`src/rtl/input_ddr_align_ctrl_if.sv`:
```
// Bus between the I_DDR word aligner and its user: DDR sample pair and training
// controls in, aligned words and training status out.
interface input_ddr_align_ctrl_if #(
   parameter int WORD_WIDTH = 8
);
   localparam int SLIP_WIDTH = $clog2(WORD_WIDTH);

   logic [1:0]            ddr_in;
   logic                  train_en;
   logic                  clear;
   logic                  ddr_en;
   logic [WORD_WIDTH-1:0] word;
   logic                  word_valid;
   logic                  locked;
   logic                  train_fail;
   logic [SLIP_WIDTH-1:0] slip_offset;

   modport master (
      output ddr_in, train_en, clear,
      input  ddr_en, word, word_valid, locked, train_fail, slip_offset
   );

   modport slave (
      input  ddr_in, train_en, clear,
      output ddr_en, word, word_valid, locked, train_fail, slip_offset
   );
endinterface

```
`src/rtl/input_ddr_align_ctrl.sv`:
```
// Bit-slip word aligner for an I_DDR input: trains on a known pattern by sliding
// the word window one bit per word period, then streams aligned words once locked.
module input_ddr_align_ctrl #(
   parameter int                    WORD_WIDTH    = 8,
   parameter logic [WORD_WIDTH-1:0] TRAIN_PATTERN = 8'hA5,
   parameter int                    LOCK_COUNT    = 4
) (
   input  logic                        clk,
   input  logic                        rst_n,
   input_ddr_align_ctrl_if.slave       bus
);

   localparam int SW = $clog2(WORD_WIDTH);
   localparam int HW = 2 * WORD_WIDTH;
   localparam int PW = $clog2(WORD_WIDTH / 2) > 0 ? $clog2(WORD_WIDTH / 2) : 1;
   localparam logic [PW-1:0] PHASE_LAST = PW'(WORD_WIDTH / 2 - 1);
   localparam logic [SW-1:0] SLIP_LAST  = SW'(WORD_WIDTH - 1);
   localparam logic [SW:0]   TRIES_LAST = (SW + 1)'(WORD_WIDTH - 1);
   localparam logic [3:0]    LOCK_TARGET = 4'(LOCK_COUNT);

   typedef enum logic [2:0] {
      ST_IDLE,
      ST_SEARCH,
      ST_CHECK,
      ST_LOCKED,
      ST_FAIL
   } state_t;

   state_t                state_q, state_d;
   logic [HW-1:0]         h_q, h_d;
   logic [PW-1:0]         phase_q;
   logic [SW-1:0]         slip_q, slip_d, slip_inc;
   logic [3:0]            match_q, match_d, match_inc;
   logic [SW:0]           tries_q, tries_d;
   logic [WORD_WIDTH-1:0] cand, word_q;
   logic                  boundary, hit, emit;
   logic                  valid_q, locked_q, fail_q, ddr_en_q;

   // Candidate is taken from the history as it will look after this cycle's shift.
   always_comb begin
      h_d = {h_q[HW-3:0], bus.ddr_in[0], bus.ddr_in[1]};
      cand = '0;
      for (int i = 0; i < WORD_WIDTH; i++) begin
         cand[i] = h_d[i + int'(slip_q)];
      end
   end

   assign boundary  = (phase_q == PHASE_LAST);
   assign hit       = (cand == TRAIN_PATTERN);
   assign slip_inc  = (slip_q == SLIP_LAST) ? '0 : slip_q + 1'b1;
   assign match_inc = (state_q == ST_SEARCH) ? 4'd1 : match_q + 4'd1;
   assign emit      = (state_q == ST_LOCKED) && boundary && !bus.clear;

   // State and training counters.
   always_ff @(posedge clk or negedge rst_n) begin
      if (!rst_n) begin
         state_q <= ST_IDLE;
         slip_q  <= '0;
         match_q <= '0;
         tries_q <= '0;
      end else begin
         state_q <= state_d;
         slip_q  <= slip_d;
         match_q <= match_d;
         tries_q <= tries_d;
      end
   end

   // Clear beats everything; dropping train_en beats any boundary decision.
   always_comb begin
      state_d = state_q;
      slip_d  = slip_q;
      match_d = match_q;
      tries_d = tries_q;
      if (bus.clear) begin
         state_d = ST_IDLE;
         slip_d  = '0;
         match_d = '0;
         tries_d = '0;
      end else begin
         case (state_q)
            ST_IDLE: begin
               if (bus.train_en) begin
                  state_d = ST_SEARCH;
                  slip_d  = '0;
                  match_d = '0;
                  tries_d = '0;
               end
            end
            ST_SEARCH, ST_CHECK: begin
               if (!bus.train_en) begin
                  state_d = ST_IDLE;
               end else if (boundary) begin
                  if (hit) begin
                     match_d = match_inc;
                     state_d = (match_inc == LOCK_TARGET) ? ST_LOCKED : ST_CHECK;
                  end else begin
                     slip_d = slip_inc;
                     if (state_q == ST_CHECK) begin
                        state_d = ST_SEARCH;
                     end else begin
                        tries_d = tries_q + 1'b1;
                        if (tries_q == TRIES_LAST) begin
                           state_d = ST_FAIL;
                        end
                     end
                  end
               end
            end
            ST_FAIL: begin
               if (!bus.train_en) begin
                  state_d = ST_IDLE;
               end
            end
            default: ;
         endcase
      end
   end

   // Sample history, word phase and registered outputs.
   always_ff @(posedge clk or negedge rst_n) begin
      if (!rst_n) begin
         h_q      <= '0;
         phase_q  <= '0;
         word_q   <= '0;
         valid_q  <= 1'b0;
         locked_q <= 1'b0;
         fail_q   <= 1'b0;
         ddr_en_q <= 1'b0;
      end else begin
         h_q      <= h_d;
         phase_q  <= boundary ? '0 : phase_q + 1'b1;
         valid_q  <= emit;
         locked_q <= (state_d == ST_LOCKED);
         fail_q   <= (state_d == ST_FAIL);
         ddr_en_q <= (state_d != ST_IDLE);
         if (emit) begin
            word_q <= cand;
         end
      end
   end

   assign bus.ddr_en      = ddr_en_q;
   assign bus.word        = word_q;
   assign bus.word_valid  = valid_q;
   assign bus.locked      = locked_q;
   assign bus.train_fail  = fail_q;
   assign bus.slip_offset = slip_q;

endmodule

```
`src/flat_wrapper.sv`:
```
// flat-port wrapper written by rule: the top's interface ports become plain ports
module input_ddr_align_ctrl_flat 
#(
   parameter int                    WORD_WIDTH    = 8,
   parameter logic [WORD_WIDTH-1:0] TRAIN_PATTERN = 8'hA5,
   parameter int                    LOCK_COUNT    = 4
)
  (clk, rst_n, bus_ddr_in, bus_train_en, bus_clear, bus_ddr_en, bus_word, bus_word_valid, bus_locked, bus_train_fail, bus_slip_offset);
  input_ddr_align_ctrl_if #(.WORD_WIDTH(WORD_WIDTH)) bus_i ();
  input  logic clk;
  input  logic rst_n;
  input wire logic [$bits(bus_i.ddr_in)-1:0] bus_ddr_in;
  input wire logic [$bits(bus_i.train_en)-1:0] bus_train_en;
  input wire logic [$bits(bus_i.clear)-1:0] bus_clear;
  output wire logic [$bits(bus_i.ddr_en)-1:0] bus_ddr_en;
  output wire logic [$bits(bus_i.word)-1:0] bus_word;
  output wire logic [$bits(bus_i.word_valid)-1:0] bus_word_valid;
  output wire logic [$bits(bus_i.locked)-1:0] bus_locked;
  output wire logic [$bits(bus_i.train_fail)-1:0] bus_train_fail;
  output wire logic [$bits(bus_i.slip_offset)-1:0] bus_slip_offset;
  assign bus_i.ddr_in = bus_ddr_in;
  assign bus_i.train_en = bus_train_en;
  assign bus_i.clear = bus_clear;
  assign bus_ddr_en = bus_i.ddr_en;
  assign bus_word = bus_i.word;
  assign bus_word_valid = bus_i.word_valid;
  assign bus_locked = bus_i.locked;
  assign bus_train_fail = bus_i.train_fail;
  assign bus_slip_offset = bus_i.slip_offset;
  input_ddr_align_ctrl #(.WORD_WIDTH(WORD_WIDTH), .TRAIN_PATTERN(TRAIN_PATTERN), .LOCK_COUNT(LOCK_COUNT)) u_core (.clk(clk), .rst_n(rst_n), .bus(bus_i));
endmodule
```
`config.mk`:
```
export PLATFORM = sky130hd
export DESIGN_NAME = input_ddr_align_ctrl_flat
export DESIGN_NICKNAME = d
export VERILOG_FILES = /design/src/rtl/input_ddr_align_ctrl_if.sv /design/src/rtl/input_ddr_align_ctrl.sv /design/src/flat_wrapper.sv
export SDC_FILE = /design/constraint.sdc
export NUM_CORES = 1
export LEC_CHECK = 0
export CAP_MARGIN = 0
export CORE_AREA = 2 2 85 87
export CTS_BUF_LIST = sky130_fd_sc_hd__clkbuf_16
export CTS_CLUSTER_DIAMETER = 30
export CTS_CLUSTER_SIZE = 24
export DETAILED_ROUTE_END_ITERATION = 12
export DIE_AREA = 0 0 87 89
export GPL_ROUTABILITY_DRIVEN = 1
export PLACE_DENSITY_LB_ADDON = 0.08
export SLEW_MARGIN = 30
export SYNTH_ARGS = -nofsm -noshare
export SYNTH_HDL_FRONTEND = slang
export SYNTH_SLANG_ARGS = --single-unit
```
`constraint.sdc`:
```
create_clock -name clk -period 5.55 [get_ports clk]
set_input_delay 1.3875 -clock clk [delete_from_list [all_inputs] [get_ports clk]]
set_output_delay 1.3875 -clock clk [all_outputs]
set_load 0.005 [all_outputs]
```
# [Word level (Yosys, flattened, before mapping)]
# Cells that the tools add are included.
# W data, S select, Z words.
[op_classes] muxes=54 addsub=11 order_cmp=8 n_reduce_logical=10 n_eq_ne=17
[ops] cell="$lt A32 B6 Y1 const B" n=7
[ops] cell="$mux W4" n=11
[ops] cell="$mux W3" n=14
[ops] cell="$bmux W1 S4" n=7
[ops] cell="$add A3 B3 Y4 const A" n=4
[ops] cell="$mux W1" n=16
[ops] cell="$pmux W4 S2" n=2
[ops] cell="$ne A3 B3 Y1 const B" n=4
[ops] cell="$reduce_and A5 Y1" n=2
[ops] cell="$eq A3 B2 Y1 const B" n=3
[ops] cell="$eq A3 B3 Y1 const B" n=3
[ops] cell="$pmux W3 S3" n=1
[ops] cell="$add A2 B3 Y4 const A" n=2
[ops] cell="$add A4 B1 Y4 const B" n=2
[ops] cell="$eq A4 B3 Y1 const B" n=2
[ops] cell="$eq A8 B8 Y1 const B" n=1
[ops] cell="$ne A3 B2 Y1 const B" n=2
[ops] cell="$pmux W3 S2" n=1
[ops] cell="$reduce_and A6 Y1" n=1
[ops] cell="$reduce_bool A3 Y1" n=2
[ops] cell="$lt A3 B5 Y1 const B" n=1
[ops] cell="$add A1 B3 Y4 const A" n=1
[ops] cell="$add A3 B1 Y3 const B" n=1
[ops] cell="$bmux W1 S3" n=1
[ops] cell="8 further kinds" n=9
[word_totals] word_cells=111 out_inout_bits=15 reg_bits=42 inputBits=6

# [Depth between registers and ports, before layout]
# Gate-level depths: netlist of run 1.
[depth] word_depth=11 mapped_depth=12 mapped_depth_nobuf=9

# [Worst setup path after synthesis of run 1]
# OpenSTA, ideal clock, no wires.
[synth_path] path_kind="input to register" from="input port bus_ddr_in[1]" to="register u_core.ddr_en_q (netlist: u_core.bus.ddr_en)" n_path_buf=0 slack_ns=2.114 setup_time_ns=0.144 required_time_ns=5.406 stages=6 t_arrival_ns=3.292 path_cell_list="mux4_2 mux4_2 nor4_4 and3_2 mux2i_1 o211ai_1"
[synth_between] elab_chain_len=10 word_cells_on_any_way=30 cone_classes="eq/ne: 1; mux: 28; reduce/logical: 1"
[synth_rtl] element="start, declared" line="flat_wrapper.sv:12" rtl="input wire logic [$bits(bus_i.ddr_in)-1:0] bus_ddr_in;"
[synth_rtl] element="$bmux W1 S4" line="input_ddr_align_ctrl.sv:44" rtl="cand[i] = h_d[i + int'(slip_q)];"
[synth_rtl] element="$mux W1 (implied by the code) (2 in a row)" line="input_ddr_align_ctrl.sv:44"
[synth_rtl] element="$eq A8 B8 Y1 (*)" line="input_ddr_align_ctrl.sv:49" rtl="assign hit = (cand == TRAIN_PATTERN);"
[synth_rtl] element="$mux W3 (*)" line="input_ddr_align_ctrl.sv:94" rtl="if (hit) begin"
[synth_rtl] element="$mux W3 (*)" line="input_ddr_align_ctrl.sv:93" rtl="end else if (boundary) begin"
[synth_rtl] element="$mux W3 (*)" line="input_ddr_align_ctrl.sv:91" rtl="if (!bus.train_en) begin"
[synth_rtl] element="$pmux W3 S3 (*)" line="input_ddr_align_ctrl.sv:81" rtl="case (state_q)"
[synth_rtl] element="$mux W3 (*)" line="input_ddr_align_ctrl.sv:75" rtl="if (bus.clear) begin"
[synth_rtl] element="$reduce_bool A3 Y1 (*)" line="input_ddr_align_ctrl.sv:136" rtl="ddr_en_q <= (state_d != ST_IDLE);"
[synth_rtl] element="end signal, assigned" line="input_ddr_align_ctrl.sv:136"
[synth_rtl] element="end, declared" line="input_ddr_align_ctrl.sv:37" rtl="logic valid_q, locked_q, fail_q, ddr_en_q;"
# Every way passes the cells marked *; elsewhere a longest branch is shown, timed or not. The select of a mux whose other input is x is not followed.
# A chain may end at the register's enable or synchronous reset.

# [Worst setup path after layout of run 1]
[layout_path] from="register u_core.slip_q[0] (netlist: u_core.bus.slip_offset[0])" to="register u_core.tries_q[0]"
[layout_between] elab_chain_len=7 word_cells_on_any_way=33 cone_classes="add/sub: 7; eq/ne: 2; mux: 23; reduce/logical: 1"
[layout_rtl] element="start, declared" line="input_ddr_align_ctrl.sv:32" rtl="logic [SW-1:0] slip_q, slip_d, slip_inc;"
[layout_rtl] element="start signal, assigned" line="input_ddr_align_ctrl.sv:63" rtl="slip_q <= slip_d;"
[layout_rtl] element="$add A1 B3 Y4, or another cell as far along" line="input_ddr_align_ctrl.sv:44"
[layout_rtl] element="$bmux W1 S4" line="input_ddr_align_ctrl.sv:44"
[layout_rtl] element="$mux W1 (implied by the code) (2 in a row)" line="input_ddr_align_ctrl.sv:44"
[layout_rtl] element="$eq A8 B8 Y1 (*)" line="input_ddr_align_ctrl.sv:49"
[layout_rtl] element="$ne A3 B3 Y1 (no line) (*)"
[layout_rtl] element="$reduce_and A6 Y1 (no line) (*)"
[layout_rtl] element="end signal, assigned" line="input_ddr_align_ctrl.sv:65" rtl="tries_q <= tries_d;"
[layout_rtl] element="end, declared" line="input_ddr_align_ctrl.sv:34" rtl="logic [SW:0] tries_q, tries_d;"
# Marked as above.

==> results of run 1 <==
logic make-up (layout without fill, tap and decap cells):
group,after synthesis,count (layout),synth area share [%]
xor+xnor,3,3,0.995
fa+ha+maj,12,12,5.69
mux,36,36,25.5
flops,42,42,39.8
compound gates,43,43,10.9
buf+inv,24,42,4.12
simple gates,63,63,13.0
sequential cells by signal (all words and copies together) (netlist names):
name                    count
u_core.bus.ddr_en           1
u_core.bus.locked           1
u_core.bus.slip_offset      3
u_core.bus.train_fail       1
u_core.bus.word             8
u_core.bus.word_valid       1
u_core.h_q                 14
u_core.match_q              4
u_core.phase_q              2
u_core.state_q              3
u_core.tries_q              4
cell usage in the layout, fill, tap and decap left out, types with 2 or more instances in the layout:
master           count
a21oi_1              7
a22o_1               2
and3_1               4
buf_4                2
clkbuf_16            5
clkdlybuf4s50_1     19
dfrtp_1             42
ha_1                12
inv_1               13
mux2_2               8
mux2i_1              4
mux4_1               6
mux4_2              16
nand2_1             12
nand2b_1             3
nand3_1              5
nand3b_1             3
nor2_1              17
nor2b_1              3
nor3_1               2
nor3b_1              2
nor4_1               2
o211ai_1             3
o21ai_0             11
o21ai_1              4
o311ai_1             2
o41ai_1              3
or3_1                3
xor2_1               2
layer usage:
metal	routed length, µm	global-route usage (%)	vias up	part of all wire (%)
met5	0	0	-	0
met4	32	4.26	0	0.58
met3	178	2.77	5	3.2
met2	2470	23.3	39	45
met1	2820	24.0	902	51
li1	-	-	889	-
worst reg2reg max path, delay by kind of cell, from the launching register on:
kind	cells	cell delay, ns
simple gates	1	0.21
fa+ha+maj	1	0.61
buf+inv	1	0.28
compound gates	3	1.08
mux	2	0.90
flops	1	0.89
final timing paths:
kind	from	to	slack, ns	cells after the start
setup / recovery	u_core.bus.slip_offset[0]$_DFFE_PN0P_	u_core.tries_q[0]$_DFFE_PN0P_	1.48	8
hold reg to reg	u_core.h_q[11]$_DFF_PN0_	u_core.h_q[13]$_DFF_PN0_	0.43	0
min in group asynchronous	rst_n	u_core.bus.word[2]$_DFFE_PN0P_	1.09	1
hold / removal	u_core.h_q[11]$_DFF_PN0_	u_core.h_q[13]$_DFF_PN0_	0.43	0
setup reg to reg	u_core.bus.slip_offset[0]$_DFFE_PN0P_	u_core.tries_q[0]$_DFFE_PN0P_	1.48	8
max in group asynchronous	rst_n	u_core.bus.slip_offset[1]$_DFFE_PN0P_	4.08	1
where the power goes:
part / switching, µW / leakage [µW] / internal, µW / total [µW]
Sequential: 12.0 / 0.000538 / 315 / 327
Combinational: 25.8 / 0.000657 / 29.7 / 55.5
Clock: 121 / 0.0000812 / 211 / 331
Total: 158 / 0.00128 / 555 / 714
area by class of cell:
type,count,area share (%)
clock buffer,5,4.09
clock inverter,3,1.35
inverter,13,1.60
multi-input combinational,157,48.6
sequential,42,34.4
tap,80,3.27
timing repair buffer,21,6.71
per-stage QoR:
step	power [µW]	instance area, µm²	utilization (%)	hold slack (ns)
2_1_floorplan	363	2640	-	0.377
3_3_place_gp	388	2880	42.9	0.418
3_5_place_dp	389	2880	42.9	0.424
4_1_cts	726	3050	45.4	0.438
5_1_grt	743	3060	45.5	0.443
6_report	714	3060	45.5	0.433
==> summary.txt, run 1 <==
Synthesis
  – Syn. warnings: 0
  – Post-synthesis sequential area ratio: 39.8%
  – FF+latch count, synth: 42
  – Yosys cell types: 50
  – Post-Syn Instances: approximately 220
  – Synthesized Nets: between 200 and 250
  – Most common cell in the synthesized netlist: dfrtp_1
  – Asr flop ratio synth: 100%
  – Synth area leaders: dfrtp_1, mux4_2, mux4_1
  – Synthesized area: 2640 µm²
  – Syn_area_per_cell: ~12 µm²
  – Post-synth top cells: dfrtp_1, nor2_1, mux4_2
  – Post-synth top area share: ~40%
  – Number of synthesized flops with an enable pin: 0
  – Post-synth top flop: dfrtp_1
  – Synth area leader: dfrtp_1

Clocking
  – Post-cts hold buffer count: 0
  – Htree depth: 2
  – Postcts setup bufs: 0
  – Total CTS buffers: 5
  – Sinks on Clock Net: 42
  – CTS resizes: 0
  – Max clock buf depth: 2
  – Clk slew on worst S/H paths: ~0.06 ns
  – Worst-Skew Late Latency: 0.29 ns
  – CTS tree: built
  – Root cell of the clock tree: clkbuf_16

Routing
  – DRT Pass-1 Iters: 4
  – Average wire per standard cell: ~17 µm
  – WL final: 5510 µm
  – Residual DRC count: 0
  – Final ANT Viol Nets: 0
  – Vias after detailed routing: 1835
  – Drt initial violations: 42
  – Via density per instance: 5.72

Timing
  – Max frequency: around 0.25 GHz
  – Worst Clk Skew: 0.00867 ns
  – Setup TNS: 0 ns
  – Unrepaired setup endpoints after global routing: no
  – Slew Viols, Final: 0
  – Setup ws final: roughly 1.5 ns
  – Final Hold Fails: 0
  – Worst slew pin tran: roughly 0.84 ns
  – Ratio of final minimum period to clock period: 73.3%
  – Shortest period the worst path allows: roughly 4.1 ns
  – Max-slew headroom: approximately 44%
  – Final setup viols: 0

Floorplanning
  – Area of the core: ~6700 µm²
  – Die Ht: just under 90 µm
  – Initial core utilization: between 30 and 40%
  – Die W: around 87 µm
  – Cell Rows: 30
  – I/O pin cnt: 21
  – Die area: 7740 µm²

Setup path
  – Required time worst endpoint: around 5.7 ns
  – Crit path launch type: flop
  – Worst Setup End Kind: flop
  – Crit-path max cell delay: between 0.8 and 0.9 ns
  – Critical path class: flop to flop
  – CP Buf/Inv Count: 1
  – Worst Path Max Fanout: 20
  – CP Cell Sequence: inv_1 -> ha_1 -> mux4_2 -> and3_1 -> o41a_1 -> a31o_1 -> o21ai_1 -> mux2_1
  – Crit path max-delay family: compound AO/OA/AOI/OAI gates
  – Data arrival time of the worst path: ~4.2 ns
  – Critical-path top delay cell: dfrtp_1

Cells and area
  – Share of layout cells above drive strength 1: between 10% and 20%
  – Multi-input logic area: 1490 µm²
  – Fill count: 614
  – Layout Area Growth over Synthesis: 15.8%
  – Cell Count, Final, Fillers Out: between 300 and 400
  – Seq. cell area: 1050 µm²
  – Final net count: between 200 and 300
  – Ant diodes: 0

Power and ir drop
  – Max VDD drop: slightly above 90 µV
  – PwrDens: 233 nW/µm²
  – P_leak: 0.00128 µW

Placed design
  – Post-placement setup slack: about 1.2 ns
  – Post-placement cell count: between 300 and 400
  – Gpl congestion: around 0.74
  – I/O Buffers: 20
  – Post-DP HPWL: between 3000 and 4000 µm

Worst hold path
  – Worst hold path class: flop to flop

Outcome
  – Status: finished clean

Global routing
  – GRT Residual Overflow: 0
  – Largest net degree at the start of global routing: 43
  – First-pass GRT wire length: around 9500 µm
  – Vias in the first global route: about 1800
  – GRT Util Overall: between 10% and 20%
  – Initial antenna violation count: 0

Flow run
  – Max_cap viols: 0
Power figures use the tool's default switching activity.
==> inputs of run 2 (changes only) <==
- clock period: 5.55 -> 3.3 ns (I/O delays scaled with it)
==> run 2 against run 1 <==
Compared with the run above:
- design area up 5.3%
- routed wire length up 3.3%
- maximum frequency up 32%
- first-iteration DRC count up 140%
- via count up 3.4%
- worst hold slack worse by 0.020 ns
- sequential power up 68%
- highest routed layer unchanged
- clock skew down 0.0019 ns
- core utilization up 2.4 points
- count of clock-buffer cells in the layout unchanged
- power up 67%
- combinational power up 86%
==> summary.txt, run 2 (same netlist as run 1, synthesis figures left out) <==
Worst hold path
  – Worst hold path class: flop to flop (unchanged)
  – Worst Hold Depth: 0 (unchanged)

Floorplanning
  – Die W: 87 µm (unchanged)
  – Die area: 7740 µm² (unchanged)
  – Initial core utilization: 39.3% (unchanged)
  – Die Ht: 89 µm (unchanged)
  – Area of the core: 6720 µm² (unchanged)
  – I/O pin cnt: 21 (unchanged)
  – Cell Rows: 30 (unchanged)

Routing
  – Uppermost layer routed: met4 (unchanged)
  – WL final: 5690 µm (was 5510 µm)
  – DRT Pass-1 Iters: 4 (unchanged)
  – Via density per instance: 5.58 (was 5.72)
  – Vias after detailed routing: 1897 (was 1835)
  – Average wire per standard cell: 16.7 µm (was 17.2 µm)
  – Final ANT Viol Nets: 0 (unchanged)
  – Drt initial violations: 99 (was 42)
  – WL met1: 2880 µm (was 2820 µm)
  – Met2 Routed Length: 2530 µm (was 2470 µm)
  – WL met3: 143 µm (was 178 µm)
  – Residual DRC count: 0 (unchanged)

Timing
  – Final setup viols: 0 (unchanged)
  – Setup TNS: 0 ns (unchanged)
  – Hold_ws: 0.413 ns (was 0.433 ns)
  – Slew Viols, Final: 0 (unchanged)
  – Final Hold Fails: 0 (unchanged)
  – Shortest period the worst path allows: 3.08 ns (was 4.07 ns)
  – Worst Clk Skew: 0.00680 ns (was 0.00867 ns)
  – Max-slew headroom: 60.6% (was 44.2%)
  – Unrepaired setup endpoints after global routing: no (unchanged)
  – Worst slew pin tran: 0.589 ns (was 0.837 ns)
  – Ratio of final minimum period to clock period: 93.2% (was 73.3%)
  – Max frequency: 0.325 GHz (was 0.246 GHz)

Outcome
  – Status: finished clean (unchanged)

Placed design
  – Post-DP HPWL: 4180 µm (was 3940 µm)
  – Post-placement cell count: 332 (was 313)
  – Gpl congestion: 0.814 (was 0.736)
  – I/O Buffers: 20 (unchanged)
  – Post-DP Area: 3030 µm² (was 2880 µm²)

Clocking
  – Post-cts hold buffer count: 0 (unchanged)
  – Max clock buf depth: 2 (unchanged)
  – Root cell of the clock tree: clkbuf_16 (unchanged)
  – Htree depth: 2 (unchanged)
  – Worst-Skew Late Latency: 0.28 ns (was 0.29 ns)
  – Total CTS buffers: 5 (unchanged)
  – Clk slew on worst S/H paths: 0.06 ns (about the same)
  – CTS tree: built (unchanged)
  – Sinks on Clock Net: 42 (unchanged)

Setup path
  – Data arrival time of the worst path: 3.24 ns (was 4.23 ns)
  – Required time worst endpoint: 3.46 ns (was 5.71 ns)
  – Critical-path top delay cell: mux4_2 (was dfrtp_1)
  – Worst Setup End Kind: flop (unchanged)
  – Crit-path max cell delay: 0.51 ns (was 0.89 ns)
  – Critical path class: flop to flop (unchanged)
  – CP Cell Sequence: buf_4 -> inv_1 -> ha_1 -> buf_4 -> mux4_2 -> mux4_2 -> nor4_4 -> nand4_1 -> and2_4 -> mux2_4 (was inv_1 -> ha_1 -> mux4_2 -> and3_1 -> o41a_1 -> a31o_1 -> o21ai_1 -> mux2_1)
  – Crit path launch type: flop (unchanged)
  – Worst Path Max Fanout: 7 (was 20)
  – Worst reg2reg path depth: 10 (was 8)

Cells and area
  – Cell area after layout: 3220 µm² (was 3060 µm²)
  – Top reg by flops: u_core.h_q (unchanged)
  – Layout Area Growth over Synthesis: 21.9% (was 15.8%)
  – Multi-input logic area: 1500 µm² (was 1490 µm²)
  – Commonest non-fill, non-tap cell in the layout: dfrtp_1 (unchanged)
  – Seq. cell area: 1050 µm² (unchanged)
  – Most frequent cells in the layout: dfrtp_1, buf_4, nor2_1, clkdlybuf4s50_1, mux4_2 (was dfrtp_1, clkdlybuf4s50_1, nor2_1)
  – Cell Count, Final, Fillers Out: 340 (was 321)
  – Ant diodes: 0 (unchanged)
  – Max reg flops: 14 (unchanged)
  – Share of layout cells above drive strength 1: 23.5% (was 16.6%)
  – Fill count: 610 (was 614)
  – Final net count: 278 (was 258)

Power and ir drop
  – Max VDD drop: 162 µV (was 92.0 µV)
  – PwrDens: 370 nW/µm² (was 233 nW/µm²)
  – P_leak: 0.00139 µW (was 0.00128 µW)

Global routing
  – Initial antenna violation count: 0 (unchanged)
  – Largest net degree at the start of global routing: 43 (unchanged)
  – GRT Util Overall: 16.4% (was 15.8%)
  – GRT Residual Overflow: 0 (unchanged)
  – Vias in the first global route: 1911 (was 1789)
  – First-pass GRT wire length: 9620 µm (was 9490 µm)

Flow run
  – Max_cap viols: 0 (unchanged)
[run 2: cell type report]
class | count | area share, %
well taps | 80 | 3.11
multi-input cells | 157 | 46.6
clock buffers | 5 | 3.89
repair buffers | 41 | 11.2
flip-flops and latches | 42 | 32.7
clock inverters | 2 | 1.05
inverters | 13 | 1.52
[run 2: path summary, 6_finish.rpt]
| kind | to | startpoint | slack (ns) |
|---|---|---|---|
| min in group asynchronous | u_core.bus.word_valid$_DFF_PN0_ | rst_n | 0.52 |
| min reg2reg | u_core.h_q[13]$_DFF_PN0_ | u_core.h_q[11]$_DFF_PN0_ | 0.41 |
| min | u_core.h_q[13]$_DFF_PN0_ | u_core.h_q[11]$_DFF_PN0_ | 0.41 |
| max in group asynchronous | u_core.tries_q[3]$_DFFE_PN0P_ | rst_n | 2.40 |
| max | u_core.match_q[0]$_DFFE_PN0P_ | u_core.bus.slip_offset[0]$_DFFE_PN0P_ | 0.22 |
| max reg2reg | u_core.match_q[0]$_DFFE_PN0P_ | u_core.bus.slip_offset[0]$_DFFE_PN0P_ | 0.22 |
[run 2: power by group]
part	total, µW	leakage (µW)	internal, µW	switching [µW]
logic	103	0.000772	56.0	47.3
registers	548	0.000538	530	18.5
clock network	539	0.0000773	350	189
total	1190	0.00139	936	255
[run 2: critical path: cells and delay by family (launching register included)]
kind / cells / cell delay, ns
mux: 3 / 1.13
simple gates: 3 / 0.75
buf+inv: 3 / 0.37
fa+ha+maj: 1 / 0.37
flops: 1 / 0.36
[run 2: per-stage QoR]
stage / power, µW / setup WS [ns] / utilization (%)
after floorplan: 610 / 0.0468 / -
after global placement: 661 / -0.260 / 45.0
after detailed placement: 661 / -0.288 / 45.1
after CTS: 1210 / 0.0555 / 47.4
after global routing: 1250 / 0.0628 / 47.9
final: 1190 / 0.223 / 47.9
[run 2: what timing repair did]
item	in CTS	in global routing
buffers inserted	0	1
resized for setup	1	6
hold endpoints to repair	0	0
pin swaps	0	2
setup endpoints to repair	1	8
[run 2: per-layer routing]
layer	GRT usage, %	vias up
met3	2.22	13
met1	23.7	933
met5	0	-
met4	7.53	0
li1	-	919
met2	24.4	32
==> inputs of run 3 (changes only) <==
- CORE_AREA: 2 2 85 87 -> 2 2 74 76
- DIE_AREA: 0 0 87 89 -> 0 0 76 78
==> run 3 against run 2 <==
Compared with the run above:
- count of clock-buffer cells in the layout did not move
- combinational power is essentially flat
- design area fell by 2.1%
- maximum frequency hardly changed
- setup slack improved by 0.0010 ns
- critical endpoint is now u_core.bus.ddr_en$_DFF_PN0_
- global-route usage grew 4.7 points
- largest cell class unchanged
- critical path depth shrank 1
- register-to-register slack hardly changed
- die area down 23%
- flip-flop and latch count stayed put
- clock skew about the same
==> summary.txt, run 3 (same netlist as run 1, synthesis figures left out) <==
Outcome
  – Status: finished clean (unchanged)

Clocking
  – Sinks on Clock Net: 42 (unchanged)
  – Max clock buf depth: 2 (unchanged)
  – Clk slew on worst S/H paths: 0.06 ns (about the same)
  – Root cell of the clock tree: clkbuf_16 (unchanged)
  – Total CTS buffers: 5 (unchanged)
  – Htree depth: 2 (unchanged)
  – Post-cts hold buffer count: 0 (unchanged)
  – CTS tree: built (unchanged)
  – Worst-Skew Late Latency: 0.28 ns (about the same)

Global routing
  – First-pass GRT wire length: 10100 µm (was 9620 µm)
  – Vias in the first global route: 2001 (was 1911)
  – GRT Util Overall: 21.1% (was 16.4%)
  – Initial antenna violation count: 0 (unchanged)
  – GRT Residual Overflow: 0 (unchanged)
  – Largest net degree at the start of global routing: 43 (unchanged)

Setup path
  – Critical path class: flop to flop (unchanged)
  – Worst reg2reg path depth: 9 (was 10)
  – Worst Setup End Kind: flop (unchanged)
  – Required time worst endpoint: 3.44 ns (was 3.46 ns)
  – Crit path launch type: flop (unchanged)
  – Data arrival time of the worst path: 3.21 ns (was 3.24 ns)
  – Worst Path Max Fanout: 4 (was 7)

Timing
  – Ratio of final minimum period to clock period: 93.2% (about the same)
  – Worst slew pin tran: 0.577 ns (was 0.589 ns)
  – Final setup viols: 0 (unchanged)
  – Unrepaired setup endpoints after global routing: no (unchanged)
  – Worst Clk Skew: 0.00679 ns (was 0.00680 ns)
  – Final Hold Fails: 0 (unchanged)
  – Max frequency: 0.325 GHz (about the same)
  – Max-slew headroom: 61.4% (was 60.6%)
  – Shortest period the worst path allows: 3.08 ns (about the same)
  – Slew Viols, Final: 0 (unchanged)

Floorplanning
  – Area of the core: 5040 µm² (was 6720 µm²)
  – Initial core utilization: 52.4% (was 39.3%)
  – Die Ht: 78 µm (was 89 µm)
  – Die W: 76 µm (was 87 µm)
  – Die area: 5930 µm² (was 7740 µm²)
  – I/O pin cnt: 21 (unchanged)
  – Cell Rows: 26 (was 30)

Worst hold path
  – Worst hold path class: flop to flop (unchanged)
  – Worst Hold Depth: 0 (unchanged)

Routing
  – Vias after detailed routing: 1943 (was 1897)
  – Average wire per standard cell: 17.5 µm (was 16.7 µm)
  – Via density per instance: 5.94 (was 5.58)
  – Drt initial violations: 142 (was 99)
  – Final ANT Viol Nets: 0 (unchanged)
  – Residual DRC count: 0 (unchanged)
  – DRT Pass-1 Iters: 4 (unchanged)
  – WL final: 5720 µm (was 5690 µm)

Power and ir drop
  – Max VDD drop: 182 µV (was 162 µV)
  – P_leak: 0.00136 µW (was 0.00139 µW)
  – PwrDens: 354 nW/µm² (was 370 nW/µm²)
  – Clock share of power: 41.7% (was 45.3%)
  – Switching pwr: 255 µW (about the same)
  – Sw Ratio: 22.9% (was 21.4%)
  – Internal power: 860 µW (was 936 µW)
  – Register share of total power: 49.2% (was 46.1%)
  – Post-route total power: 1120 µW (was 1190 µW)
  – Comb power frac: 9.1% (was 8.7%)

Cells and area
  – Max reg flops: 14 (unchanged)
  – Top reg by flops: u_core.h_q (unchanged)
  – Final net count: 274 (was 278)
  – Most frequent cells in the layout: dfrtp_1, buf_4, nor2_1, clkdlybuf4s50_1, mux4_2 (unchanged)
  – Multi-input logic area: 1490 µm² (was 1500 µm²)
  – Seq. cell area: 1050 µm² (unchanged)
  – Commonest non-fill, non-tap cell in the layout: dfrtp_1 (unchanged)
  – Fill count: 386 (was 610)
  – Layout Area Growth over Synthesis: 19.3% (was 21.9%)
  – Core Util, Final: 62.5% (was 47.9%)
  – Ant diodes: 0 (unchanged)
  – Share of layout cells above drive strength 1: 22.6% (was 23.5%)

Flow run
  – Max_cap viols: 0 (unchanged)

Placed design
  – I/O Buffers: 20 (unchanged)
  – Gpl congestion: 0.893 (was 0.814)
  – Post-DP HPWL: 4200 µm (was 4180 µm)
-- run 3: metrics by stage --
step	std cells	hold slack, ns	setup slack (ns)	cell area, µm²	TNS, ns
floorplan	223	0.377	0.0468	2640	0
global placement	319	0.394	-0.190	2990	-1.75
detailed placement	319	0.413	-0.280	2990	-3.23
CTS	327	0.438	0.00235	3130	0
global route	327	0.457	0.0478	3150	0
finish	327	0.435	0.224	3150	0
-- run 3: final cells by class --
type / instances / share of cell area [%]
repair buffers: 37 / 10.5
well taps: 70 / 2.78
inverters: 13 / 1.55
clock buffers: 5 / 3.97
multi-input cells: 157 / 47.3
flip-flops and latches: 42 / 33.4
clock inverters: 3 / 0.516
-- run 3: path summary, 6_finish.rpt --
path	startpoint	to	slack, ns
min in group asynchronous	rst_n	u_core.bus.word_valid$_DFF_PN0_	0.52
max in group asynchronous	rst_n	u_core.state_q[0]$_DFF_PN0_	2.42
worst min-delay path	u_core.h_q[11]$_DFF_PN0_	u_core.h_q[13]$_DFF_PN0_	0.43
worst max register to register	u_core.bus.slip_offset[0]$_DFFE_PN0P_	u_core.bus.ddr_en$_DFF_PN0_	0.22
worst max-delay path	u_core.bus.slip_offset[0]$_DFFE_PN0P_	u_core.bus.ddr_en$_DFF_PN0_	0.22
worst min register to register	u_core.h_q[11]$_DFF_PN0_	u_core.h_q[13]$_DFF_PN0_	0.43
-- run 3: worst max-delay path, cell delays in order (launching register included) --
cell,delay [ns]
dfrtp_1,0.40
ha_1,0.24
ha_2,0.38
mux4_2,0.49
mux4_2,0.54
nor4_4,0.20
and3_4,0.26
mux2i_1,0.19
buf_4,0.15
o211ai_1,0.07
-- run 3: what timing repair did --
action | in CTS | in global routing
endpoints found under the setup margin | 0 | 14
setup buffers | 0 | 0
resized for setup | 0 | 6
-- run 3: power by group through the flow --
stage / sequential (µW) / clock (µW) / combinational, µW
6_report: 548 / 465 / 102
5_1_grt: 551 / 504 / 111
4_1_cts: 548 / 477 / 102
3_5_place_dp: 557 / 0 / 102
3_3_place_gp: 556 / 0 / 98.4
2_1_floorplan: 550 / 0 / 59.9
-- run 3: per-layer routing --
| metal | global-route usage, % | part of all wire, % | routed length, µm |
|---|---|---|---|
| met2 | 34.4 | 49 | 2810 |
| met4 | 7.09 | 1.1 | 65 |
| met3 | 4.07 | 4.5 | 257 |
| met5 | 0 | 0 | 0 |
| met1 | 28.6 | 45 | 2590 |
